$ cat config.mk
export PLATFORM = sky130hd
export DESIGN_NAME = hssi_reset_sequencer
export DESIGN_NICKNAME = d
export VERILOG_FILES = /design/src/rtl/hssi_reset_sequencer.sv
export SDC_FILE = /design/constraint.sdc
export NUM_CORES = 1
export LEC_CHECK = 0
export ABC_AREA = 1
export BUFFER_PORTS_ARGS = -buffer_cell sky130_fd_sc_hd__buf_4
export CELL_PAD_IN_SITES_DETAIL_PLACEMENT = 0
export CELL_PAD_IN_SITES_GLOBAL_PLACEMENT = 2
export CORE_ASPECT_RATIO = 0.6
export CORE_MARGIN = 1
export CORE_UTILIZATION = 33
export DETAILED_ROUTE_END_ITERATION = 12
export PLACE_DENSITY = 0.86
export SLEW_MARGIN = 20
export SYNTH_ARGS = -nofsm -noshare
export SYNTH_HDL_FRONTEND = slang
export SYNTH_SLANG_ARGS = --single-unit
$ cat constraint.sdc
create_clock -name clk -period 2.04 [get_ports clk]
set_input_delay 0.102 -clock clk [delete_from_list [all_inputs] [get_ports clk]]
set_output_delay 0.102 -clock clk [all_outputs]
set_load 0.03 [all_outputs]
$ cat src/rtl/hssi_reset_sequencer.sv
// ---------------------------------------------------------------------------
// hssi_reset_sequencer
//
// Bring-up and recovery sequencer for one HSSI port. Releases the PLL, TX and
// RX resets in that order. After each release it waits for the matching
// lock/ready status. Every wait has a timeout, and a bounded number of
// timeouts is retried before the sequencer parks in FAIL.
//
// Optional feature macro: HSSI_RST_SEQ_RX_RECOVER_EN
//   defined   : RX ready loss in RUN re-runs only the RX reset stage, and TX
//               stays usable while that happens.
//   undefined : RX ready loss in RUN triggers a full re-bring-up from PLL_RST.
//
// Ports
//   clk          : single clock, rising edge
//   rst_n        : synchronous active-low reset
//   restart_req  : one-cycle soft restart request (synchronous)
//   pll_locked   : asynchronous PLL lock status
//   tx_ready_in  : asynchronous TX PHY ready
//   rx_ready_in  : asynchronous RX PHY ready
//   pll_rst      : PLL reset, active-high
//   tx_rst       : TX PCS/PMA reset, active-high
//   rx_rst       : RX PCS/PMA reset, active-high
//   tx_ready     : TX link usable
//   rx_ready     : RX link usable
//   fail         : retries exhausted
//   state        : current FSM state code (debug/observability)
//   retry_cnt    : timeouts taken in the current bring-up
//
// Handshake note: there are no valid/ready transfers here. The status inputs
// are level signals. restart_req is a single-cycle pulse acted on the cycle
// after it is sampled.
// ---------------------------------------------------------------------------
module hssi_reset_sequencer #(
    parameter int CNTR_BITS    = 16,
    parameter int PLL_RST_CYC  = 16,
    parameter int LOCK_TIMEOUT = 65535,
    parameter int TX_DLY       = 64,
    parameter int RX_DLY       = 64,
    parameter int RDY_TIMEOUT  = 65535,
    parameter int MAX_RETRY    = 3
) (
    input  logic       clk,
    input  logic       rst_n,
    input  logic       restart_req,
    input  logic       pll_locked,
    input  logic       tx_ready_in,
    input  logic       rx_ready_in,
    output logic       pll_rst,
    output logic       tx_rst,
    output logic       rx_rst,
    output logic       tx_ready,
    output logic       rx_ready,
    output logic       fail,
    output logic [2:0] state,
    output logic [3:0] retry_cnt
);

    typedef enum logic [2:0] {
        ST_PLL_RST   = 3'd0,
        ST_WAIT_LOCK = 3'd1,
        ST_TX_RST    = 3'd2,
        ST_WAIT_TX   = 3'd3,
        ST_RX_RST    = 3'd4,
        ST_WAIT_RX   = 3'd5,
        ST_RUN       = 3'd6,
        ST_FAIL      = 3'd7
    } state_e;

    // Terminal counter values: a timed state exits when cnt == N-1.
    localparam logic [CNTR_BITS-1:0] PLL_RST_LAST = CNTR_BITS'(PLL_RST_CYC - 1);
    localparam logic [CNTR_BITS-1:0] LOCK_LAST    = CNTR_BITS'(LOCK_TIMEOUT - 1);
    localparam logic [CNTR_BITS-1:0] TX_DLY_LAST  = CNTR_BITS'(TX_DLY - 1);
    localparam logic [CNTR_BITS-1:0] RX_DLY_LAST  = CNTR_BITS'(RX_DLY - 1);
    localparam logic [CNTR_BITS-1:0] RDY_LAST     = CNTR_BITS'(RDY_TIMEOUT - 1);
    localparam logic [3:0]           RETRY_LAST   = 4'(MAX_RETRY - 1);

    // ------------------------------------------------------------------
    // 3-flop synchronizers for the asynchronous status inputs
    // ------------------------------------------------------------------
    logic [2:0] lock_sync_q;
    logic [2:0] txr_sync_q;
    logic [2:0] rxr_sync_q;
    logic       lock_s;
    logic       txr_s;
    logic       rxr_s;

    always_ff @(posedge clk) begin
        if (!rst_n) begin
            lock_sync_q <= 3'b000;
            txr_sync_q  <= 3'b000;
            rxr_sync_q  <= 3'b000;
        end else begin
            lock_sync_q <= {lock_sync_q[1:0], pll_locked};
            txr_sync_q  <= {txr_sync_q[1:0], tx_ready_in};
            rxr_sync_q  <= {rxr_sync_q[1:0], rx_ready_in};
        end
    end

    assign lock_s = lock_sync_q[2];
    assign txr_s  = txr_sync_q[2];
    assign rxr_s  = rxr_sync_q[2];

    // ------------------------------------------------------------------
    // State, counter, retry and registered outputs
    // ------------------------------------------------------------------
    state_e                 state_q, state_d;
    logic [CNTR_BITS-1:0]   cnt_q, cnt_d;
    logic [3:0]             retry_q, retry_d;
    logic                   pll_rst_q, pll_rst_d;
    logic                   tx_rst_q, tx_rst_d;
    logic                   rx_rst_q, rx_rst_d;
    logic                   tx_ready_q, tx_ready_d;
    logic                   rx_ready_q, rx_ready_d;
    logic                   fail_q, fail_d;
`ifdef HSSI_RST_SEQ_RX_RECOVER_EN
    // Set while RX is being re-brought-up from RUN so TX stays usable.
    logic                   tx_hold_q, tx_hold_d;
`endif

    logic lock_loss;
    logic tx_loss;
    logic rx_loss;
    logic timed_state;

    always_comb begin
        lock_loss   = !lock_s && (state_q inside {ST_TX_RST, ST_WAIT_TX, ST_RX_RST,
                                                  ST_WAIT_RX, ST_RUN});
        tx_loss     = !txr_s && (state_q inside {ST_RX_RST, ST_WAIT_RX, ST_RUN});
        rx_loss     = !rxr_s && (state_q == ST_RUN);
        timed_state = (state_q inside {ST_PLL_RST, ST_WAIT_LOCK, ST_TX_RST,
                                       ST_WAIT_TX, ST_RX_RST, ST_WAIT_RX});
    end

    always_comb begin
        state_d = state_q;
        retry_d = retry_q;
`ifdef HSSI_RST_SEQ_RX_RECOVER_EN
        tx_hold_d = tx_hold_q;
`endif
        if (restart_req) begin
            state_d = ST_PLL_RST;
            retry_d = 4'd0;
        end else if (lock_loss) begin
            state_d = ST_PLL_RST;
        end else if (tx_loss) begin
            state_d = ST_TX_RST;
        end else if (rx_loss) begin
`ifdef HSSI_RST_SEQ_RX_RECOVER_EN
            state_d   = ST_RX_RST;
            tx_hold_d = 1'b1;
`else
            state_d = ST_PLL_RST;
`endif
        end else begin
            case (state_q)
                ST_PLL_RST: begin
                    if (cnt_q == PLL_RST_LAST) state_d = ST_WAIT_LOCK;
                end
                ST_WAIT_LOCK: begin
                    // Status is checked before the timeout, so a lock arriving
                    // on the last cycle is a success.
                    if (lock_s) begin
                        state_d = ST_TX_RST;
                    end else if (cnt_q == LOCK_LAST) begin
                        if (retry_q == RETRY_LAST) begin
                            state_d = ST_FAIL;
                        end else begin
                            state_d = ST_PLL_RST;
                            retry_d = retry_q + 4'd1;
                        end
                    end
                end
                ST_TX_RST: begin
                    if (cnt_q == TX_DLY_LAST) state_d = ST_WAIT_TX;
                end
                ST_WAIT_TX: begin
                    if (txr_s) begin
                        state_d = ST_RX_RST;
                    end else if (cnt_q == RDY_LAST) begin
                        if (retry_q == RETRY_LAST) begin
                            state_d = ST_FAIL;
                        end else begin
                            state_d = ST_TX_RST;
                            retry_d = retry_q + 4'd1;
                        end
                    end
                end
                ST_RX_RST: begin
                    if (cnt_q == RX_DLY_LAST) state_d = ST_WAIT_RX;
                end
                ST_WAIT_RX: begin
                    if (rxr_s) begin
                        state_d = ST_RUN;
                        retry_d = 4'd0;
                    end else if (cnt_q == RDY_LAST) begin
                        if (retry_q == RETRY_LAST) begin
                            state_d = ST_FAIL;
                        end else begin
                            state_d = ST_RX_RST;
                            retry_d = retry_q + 4'd1;
                        end
                    end
                end
                ST_RUN:  state_d = ST_RUN;
                ST_FAIL: state_d = ST_FAIL;
                default: state_d = ST_PLL_RST;
            endcase
        end

`ifdef HSSI_RST_SEQ_RX_RECOVER_EN
        // The TX hold only survives while the RX stage is being redone.
        if (!(state_d inside {ST_RX_RST, ST_WAIT_RX})) tx_hold_d = 1'b0;
`endif

        // Counter restarts on every state entry; restart_req from PLL_RST
        // counts as a fresh entry even though the code does not change.
        if (restart_req || (state_d != state_q)) begin
            cnt_d = '0;
        end else if (timed_state) begin
            cnt_d = cnt_q + 1'b1;
        end else begin
            cnt_d = cnt_q;
        end

        // Outputs decoded from the next state so they line up with state.
        pll_rst_d  = (state_d inside {ST_PLL_RST, ST_FAIL});
        tx_rst_d   = (state_d inside {ST_PLL_RST, ST_WAIT_LOCK, ST_TX_RST, ST_FAIL});
        rx_rst_d   = (state_d inside {ST_PLL_RST, ST_WAIT_LOCK, ST_TX_RST,
                                      ST_WAIT_TX, ST_RX_RST, ST_FAIL});
        rx_ready_d = (state_d == ST_RUN);
        fail_d     = (state_d == ST_FAIL);
`ifdef HSSI_RST_SEQ_RX_RECOVER_EN
        tx_ready_d = (state_d == ST_RUN) || tx_hold_d;
`else
        tx_ready_d = (state_d == ST_RUN);
`endif
    end

    always_ff @(posedge clk) begin
        if (!rst_n) begin
            state_q    <= ST_PLL_RST;
            cnt_q      <= '0;
            retry_q    <= 4'd0;
            pll_rst_q  <= 1'b1;
            tx_rst_q   <= 1'b1;
            rx_rst_q   <= 1'b1;
            tx_ready_q <= 1'b0;
            rx_ready_q <= 1'b0;
            fail_q     <= 1'b0;
`ifdef HSSI_RST_SEQ_RX_RECOVER_EN
            tx_hold_q  <= 1'b0;
`endif
        end else begin
            state_q    <= state_d;
            cnt_q      <= cnt_d;
            retry_q    <= retry_d;
            pll_rst_q  <= pll_rst_d;
            tx_rst_q   <= tx_rst_d;
            rx_rst_q   <= rx_rst_d;
            tx_ready_q <= tx_ready_d;
            rx_ready_q <= rx_ready_d;
            fail_q     <= fail_d;
`ifdef HSSI_RST_SEQ_RX_RECOVER_EN
            tx_hold_q  <= tx_hold_d;
`endif
        end
    end

    assign pll_rst   = pll_rst_q;
    assign tx_rst    = tx_rst_q;
    assign rx_rst    = rx_rst_q;
    assign tx_ready  = tx_ready_q;
    assign rx_ready  = rx_ready_q;
    assign fail      = fail_q;
    assign state     = state_q;
    assign retry_cnt = retry_q;

endmodule

# --- After elaboration in Yosys (flattened, before gate mapping) ---
# Cells that the tools add are included.
op_classes:
  add_sub_neg: 2
  mul: 0
  div_mod_pow: 0
  magnitude_cmp: 0
  n_eq_ne: 20
  shift: 0
  mux: 23
  n_bitwise: 4
  reduce_logical: 19
op_table:
  columns: ["op", "n"]
  rows:
  - ["$mux W3", 15]
  - ["$pmux W3 S8", 1]
  - ["$eq A3 B3 Y1 const B", 7]
  - ["$mux W4", 5]
  - ["$add A16 B1 Y16 const B", 1]
  - ["$eq A16 B16 Y1 const B", 1]
  - ["$eq A16 B4 Y1 const B", 1]
  - ["$eq A16 B6 Y1 const B", 1]
  - ["$eq A3 B2 Y1 const B", 4]
  - ["$pmux W4 S3", 1]
  - ["$reduce_bool A6 Y1", 2]
  - ["$eq A3 B1 Y1 const B", 2]
  - ["$logic_not A3 Y1", 2]
  - ["$reduce_and A6 Y1", 1]
  - ["$reduce_bool A3 Y1", 2]
  - ["$reduce_bool A5 Y1", 1]
  - ["$add A4 B1 Y4 const B", 1]
  - ["$eq A4 B2 Y1 const B", 1]
  - ["$ne A2 B2 Y1 const B", 2]
  - ["$not A1 Y1", 4]
  - ["$reduce_bool A4 Y1", 1]
  - ["$reduce_or A2 Y1", 2]
  - ["$logic_and A1 B1 Y1", 3]
  - ["$logic_not A1 Y1", 3]
  - ["other kinds (4)", 4]
word_totals:
  reg_bits: 37
  latchBits: 0
  mem_bits_rw: 0
  mem_bits_ro: 0
  input_bits: 6
  out_inout_bits: 13
  word_cells: 79
  n_memories: 0

# --- Logic depth before layout (Yosys ltp) ---
depth:
  depth_word: 12
  mapped_depth: 18
  ltp_nobuf: 17

# --- Worst setup path after synthesis ---
# Ideal clock, no wire load.
synth_timing:
  path_type: "register -> register"
  from: "reg retry_q[0] (netlist: retry_cnt[0])"
  to: "reg cnt_q[1]"
  setup_ns: 0.062
  arrival_ns: 1.872
  t_required_ns: 1.978
  setup_slack_ns: 0.106
  path_stages_with_launch: 15
  path_buffers: 1
  period_less_slack_ns: 1.934
  cell_sequence: "dfxtp_1 inv_1 ha_1 nand2_1 nor2_1 inv_1 nand3_1 nand2_1 nand2_1 nand3b_2 nor2_1 nor2_2 nand3_4 buf_6 nor2_2"
synth_via:
  elab_chain_cells: 12
  elab_cells_between_ends: 18
  classes_between: "eq/ne: 2; mux: 14; reduce/logical: 2"
synth_lines:
  columns: ["item", "line_no", "source"]
  rows:
  - ["start: declaration", "109", "logic [3:0] retry_q, retry_d;"]
  - ["start signal: assignment", "257", "retry_q <= retry_d;"]
  - ["$eq A4 B2 Y1 *", "166, 181, 197", null]
  - ["$mux W2 (tied with other cells)", "197", "if (retry_q == RETRY_LAST) begin"]
  - ["$mux W3, on equally long branches", "196, 165, 180", null]
  - ["$mux W3, on equally long branches", "193, 163, 178", null]
  - ["$pmux W3 S8 *", "156", "case (state_q)"]
  - ["$mux W3 *", "148", "end else if (rx_loss) begin"]
  - ["$mux W3 *", "146", "end else if (tx_loss) begin"]
  - ["$mux W3 *", "144", "end else if (lock_loss) begin"]
  - ["$mux W3 *", "141", "if (restart_req) begin"]
  - ["$ne A3 B3 Y1 *", "218", "if (restart_req || (state_d != state_q)) begin"]
  - ["$logic_or A1 B1 Y1 *", "218", null]
  - ["$reduce_or A2 Y1 (no line) *", null, null]
  - ["end signal: assignment", "256", "cnt_q <= cnt_d;"]
  - ["end: declaration", "108", "logic [CNTR_BITS-1:0] cnt_q, cnt_d;"]
# Every way passes the cells marked *; elsewhere a longest branch is shown, timed or not.
# A chain may end at the register's enable or synchronous reset.

# --- Worst setup path after layout ---
layout_timing:
  from: "reg cnt_q[2]"
  to: "reg cnt_q[9]"
layout_via:
  elab_chain_cells: 11
  elab_cells_between_ends: 21
  classes_between: "add/sub: 1; eq/ne: 4; mux: 14; reduce/logical: 2"
layout_lines:
  columns: ["item", "line_no"]
  rows:
  - ["$eq A16 B16 Y1", "165, 180, 196"]
  - ["$mux W3, on equally long branches", "196, 165, 180"]
  - ["$mux W3, on equally long branches", "193, 163, 178"]
  - ["$pmux W3 S8", "156"]
  - ["$mux W3", "148"]
  - ["$mux W3", "146"]
  - ["$mux W3", "144"]
  - ["$mux W3", "141"]
  - ["$ne A3 B3 Y1", "218"]
  - ["$logic_or A1 B1 Y1", "218"]
  - ["$reduce_or A2 Y1 (no line)", null]
# Parallel ways exist; a longest one is shown, timed or not.

==> impl_metrics.py <==
metrics = {
    "run_status": {
        "status": "finished, final reports clean",
    },
    "critical_path": {
        "crit_family": "simple AND/OR/NAND/NOR gates",
        "path_cells": "nand2_1 -> nor2_2 -> nand2_2 -> nor2_4 -> nand2_1 -> nand2_1 -> nand2_1 -> nand2_1 -> nand2_1 -> nand2_1 -> nand2_2 -> nand2_2 -> nand2_2 -> nand3_4 -> clkbuf_16 -> nor2_2",
        "r2r_cells": 16,
        "cpMaxStageDelayCell": "dfxtp_1",
        "critPathMaxStageDelay_ns": 0.41,
        "crit_path_end_kind": "flip-flop",
        "cp_num_cells": 16,
        "cp-start-kind": "flip-flop",
        "crit_arrival_ns": 2.08,
        "timing.rr.start": "cnt_q[2]$_SDFFE_PP0P_",
        "critPathMostFrequentCell": "nand2_1",
        "worstSetupPathType": "flip-flop to flip-flop",
        "reg2reg_slack_ns": 0.15,
        "r2r_end": "cnt_q[9]$_SDFFE_PP0P_",
        "cp_max_fo": 8,
        "worst-path-buf-inv": 1,
        "cp.required_ns": 2.23,
    },
    "layout": {
        "layout-drive-gt1-share_pct": 26.3,
        "nFillCells": 588,
        "fin_nets": 332,
        "area_growth_pct": 27.4,
        "n_antenna_cell": 0,
    },
    "logic_synthesis": {
        "yosys_warnings": 0,
        "synth-xor-area-share_pct": 7.15,
        "yosys.cell_types.count": 31,
        "synth_top_family_by_area": "simple AND/OR/NAND/NOR gates",
        "yosysSeqAreaShare_pct": 37.8,
        "synth_compound_area_share_pct": 4.66,
        "synth_edf_count": 0,
        "synthTopCellsByArea": "dfxtp_1 38%, nand2_1 12%, inv_1 7.3%",
        "synth_mux_area_share_pct": 0,
        "synthSimpleGateAreaFrac_pct": 37.9,
        "synthCells": 276,
        "netlist_area_um2": 1960,
        "synth_ff_type": "dfxtp_1",
        "synthArstFlopShare_pct": 0,
        "synth.top_cell.area_share_pct": 37.8,
        "syn_area_per_cell_um2": 7.10,
        "yosysTopAreaCell": "dfxtp_1",
        "syn-num-nets": 286,
        "ys_seq_elements": 37,
        "synthAdderAreaFrac_pct": 2.55,
    },
    "floorplan": {
        "coreArea_um2": 5650,
        "fp.dieW_um": 102,
        "io_pins": 19,
        "fp.dieH_um": 61.7,
        "initial_utilization_pct": 34.7,
        "die_area_um2": 6260,
        "rows": 21,
    },
    "route": {
        "antenna_left": 0,
        "dr.first_iter.drc_count": 114,
        "wire_per_inst_um": 11.0,
        "vias_per_cell": 4.29,
        "wl_um": 4450,
        "vias": 1730,
        "dr.pass1.iters": 4,
        "drc_errors": 0,
    },
    "timing": {
        "tightestPinTransition_ns": 0.324,
        "fin_crit_sh_pct": 92.8,
        "fmax_mhz": 528,
        "maxSlewViolCount": 0,
        "skew_ns": 0.0140,
        "fin_ws_ns": 0.146,
        "setup-violations-final": 0,
        "hold_viol_final": 0,
        "max_slew_margin_pct": 78.2,
        "period_needed_ns": 1.89,
        "fin_hold_ws_ns": 0.0769,
        "finalSetupTns_ns": 0,
    },
    "cts": {
        "cts_buffers": 5,
        "cts_num_sinks": 37,
        "root_buffer": "clkbuf_8",
        "path_clk_slew_ns": 0.09,
        "tritoncts": "done",
        "cts_buffer_depth": 2,
        "clock_latency_ns": 0.30,
        "htree_levels": 2,
    },
    "grt": {
        "grt_max_degree": 17,
        "antenna_found_initial": 0,
        "overflow": 0,
        "gr-usage-all-layers_pct": 15.4,
        "first_global_vias": 1431,
        "grt_pass1_wl_um": 7130,
    },
    "power": {
        "ir_drop_mv": 0.269,
        "leakage_nw": 1.15,
        "power_density_nw_per_um2": 551,
    },
    "min_path": {
        "worstHoldPathType": "input pin to flip-flop",
        "hp-start": "rst_n",
        "whs_endpoint": "pll_rst$_SDFF_PN1_",
        "hold_depth": 2,
    },
    "placed_design": {
        "portBuffers": 18,
        "dp_hpwl_um": 3300,
        "post-place-ws_ns": 0.0284,
        "place_congestion": 0.795,
    },
    "job": {
        "maxCapViolCount": 0,
    },
}
## logic make-up after synthesis
family,Yosys count
compound gates,16
xor+xnor,16
fa+ha+maj,4
buf+inv,45
flops,37
simple gates,158
## metal layers
layer  GRT usage (%)  wire, µm  part of all wire, %  vias to the layer above
met1            24.5      2690                   60                      747
met2            18.6      1470                   33                       30
met5               0         0                    0                        -
met3            4.03       220                  4.9                        8
li1                -         -                    -                      945
met4            6.21        71                  1.6                        0
## cells in the mapped netlist (2+ instances only)
cell type / count
inv_2: 2
nor3_1: 3
nand2_1: 61
nor2_1: 37
nor2_2: 15
xor2_1: 14
o21ai_1: 3
a21oi_1: 4
nor3_2: 2
xnor2_1: 2
o21ai_0: 4
a211oi_1: 3
inv_1: 38
nand2_2: 6
ha_1: 4
buf_6: 3
nand3_1: 24
nand4_1: 2
dfxtp_1: 37
## per-stage QoR
| stage | total power [mW] | utilization [%] | cell area (µm²) | instances |
|---|---|---|---|---|
| after CTS | 1.38 | 42.7 | 2410 | 397 |
| after global routing | 1.43 | 44.2 | 2500 | 403 |
| after detailed placement | 0.795 | 40.3 | 2280 | 386 |
| after floorplan | 0.781 | - | 1960 | 276 |
| final | 1.38 | 44.2 | 2500 | 403 |
| after global placement | 0.795 | 40.3 | 2280 | 386 |
## registers in the layout, indices dropped and copies added, names as in the netlist
register	flops
cnt_q	16
retry_cnt	4
lock_sync_q	3
rxr_sync_q	3
state	3
txr_sync_q	3
fail	1
pll_rst	1
rx_ready	1
rx_rst	1
tx_rst	1
## what timing repair did
action / CTS / global route
buffers inserted: 0 / 5
cloned: 0 / 1
pin swaps: 0 / 4
resized for setup: 2 / 5
endpoints found under the setup margin: 5 / 16
endpoints found under the hold margin: 3 / 0
hold buffers: 3 / 0
## placed cells by master (no fill, tap or decap), types with 4 or more instances in the layout
master,netlist,layout
clkbuf_8,0,7
nand2_2,6,6
a21oi_1,4,4
nor2_1,37,37
buf_4,1,39
xor2_1,14,14
dfxtp_2,0,4
o21ai_0,4,4
dfxtp_1,37,33
inv_1,38,37
nor2_2,15,15
nand3_1,24,23
nand2_1,61,61
## how the worst max path moves through the flow
| stage | startpoint | slack (ns) | to |
|---|---|---|---|
| floorplan | retry_cnt[0]$_SDFFE_PP0P_ | 0.11 | cnt_q[1]$_SDFFE_PP0P_ |
| global route | cnt_q[4]$_SDFFE_PP0P_ | -0.01 | cnt_q[9]$_SDFFE_PP0P_ |
| global placement | state[1]$_SDFF_PN0_ | 0.003 | cnt_q[4]$_SDFFE_PP0P_ |
| finish | cnt_q[2]$_SDFFE_PP0P_ | 0.15 | cnt_q[9]$_SDFFE_PP0P_ |
| detailed placement | state[1]$_SDFF_PN0_ | 0.03 | cnt_q[3]$_SDFFE_PP0P_ |
| CTS | cnt_q[0]$_SDFFE_PP0P_ | 0.05 | cnt_q[3]$_SDFFE_PP0P_ |
## power by group
| part | switching (mW) | leakage, nW | internal (mW) | total, mW |
|---|---|---|---|---|
| Combinational | 0.0319 | 0.792 | 0.0287 | 0.0605 |
| Sequential | 0.00395 | 0.302 | 0.731 | 0.735 |
| Clock | 0.275 | 0.0542 | 0.306 | 0.581 |
## layout make-up
| type | count | area (µm²) | area share, % |
|---|---|---|---|
| Clock inverter | 1 | 5.00 | 0.200 |
| Clock buffer | 7 | 96.3 | 3.86 |
| Multi-Input combinational cell | 194 | 1030 | 41.3 |
| Timing Repair Buffer | 44 | 368 | 14.7 |
| Sequential cell | 37 | 746 | 29.9 |
| Tap cell | 80 | 100 | 4.01 |
| Inverter | 40 | 150 | 6.01 |
Power figures use the tool's default switching activity.
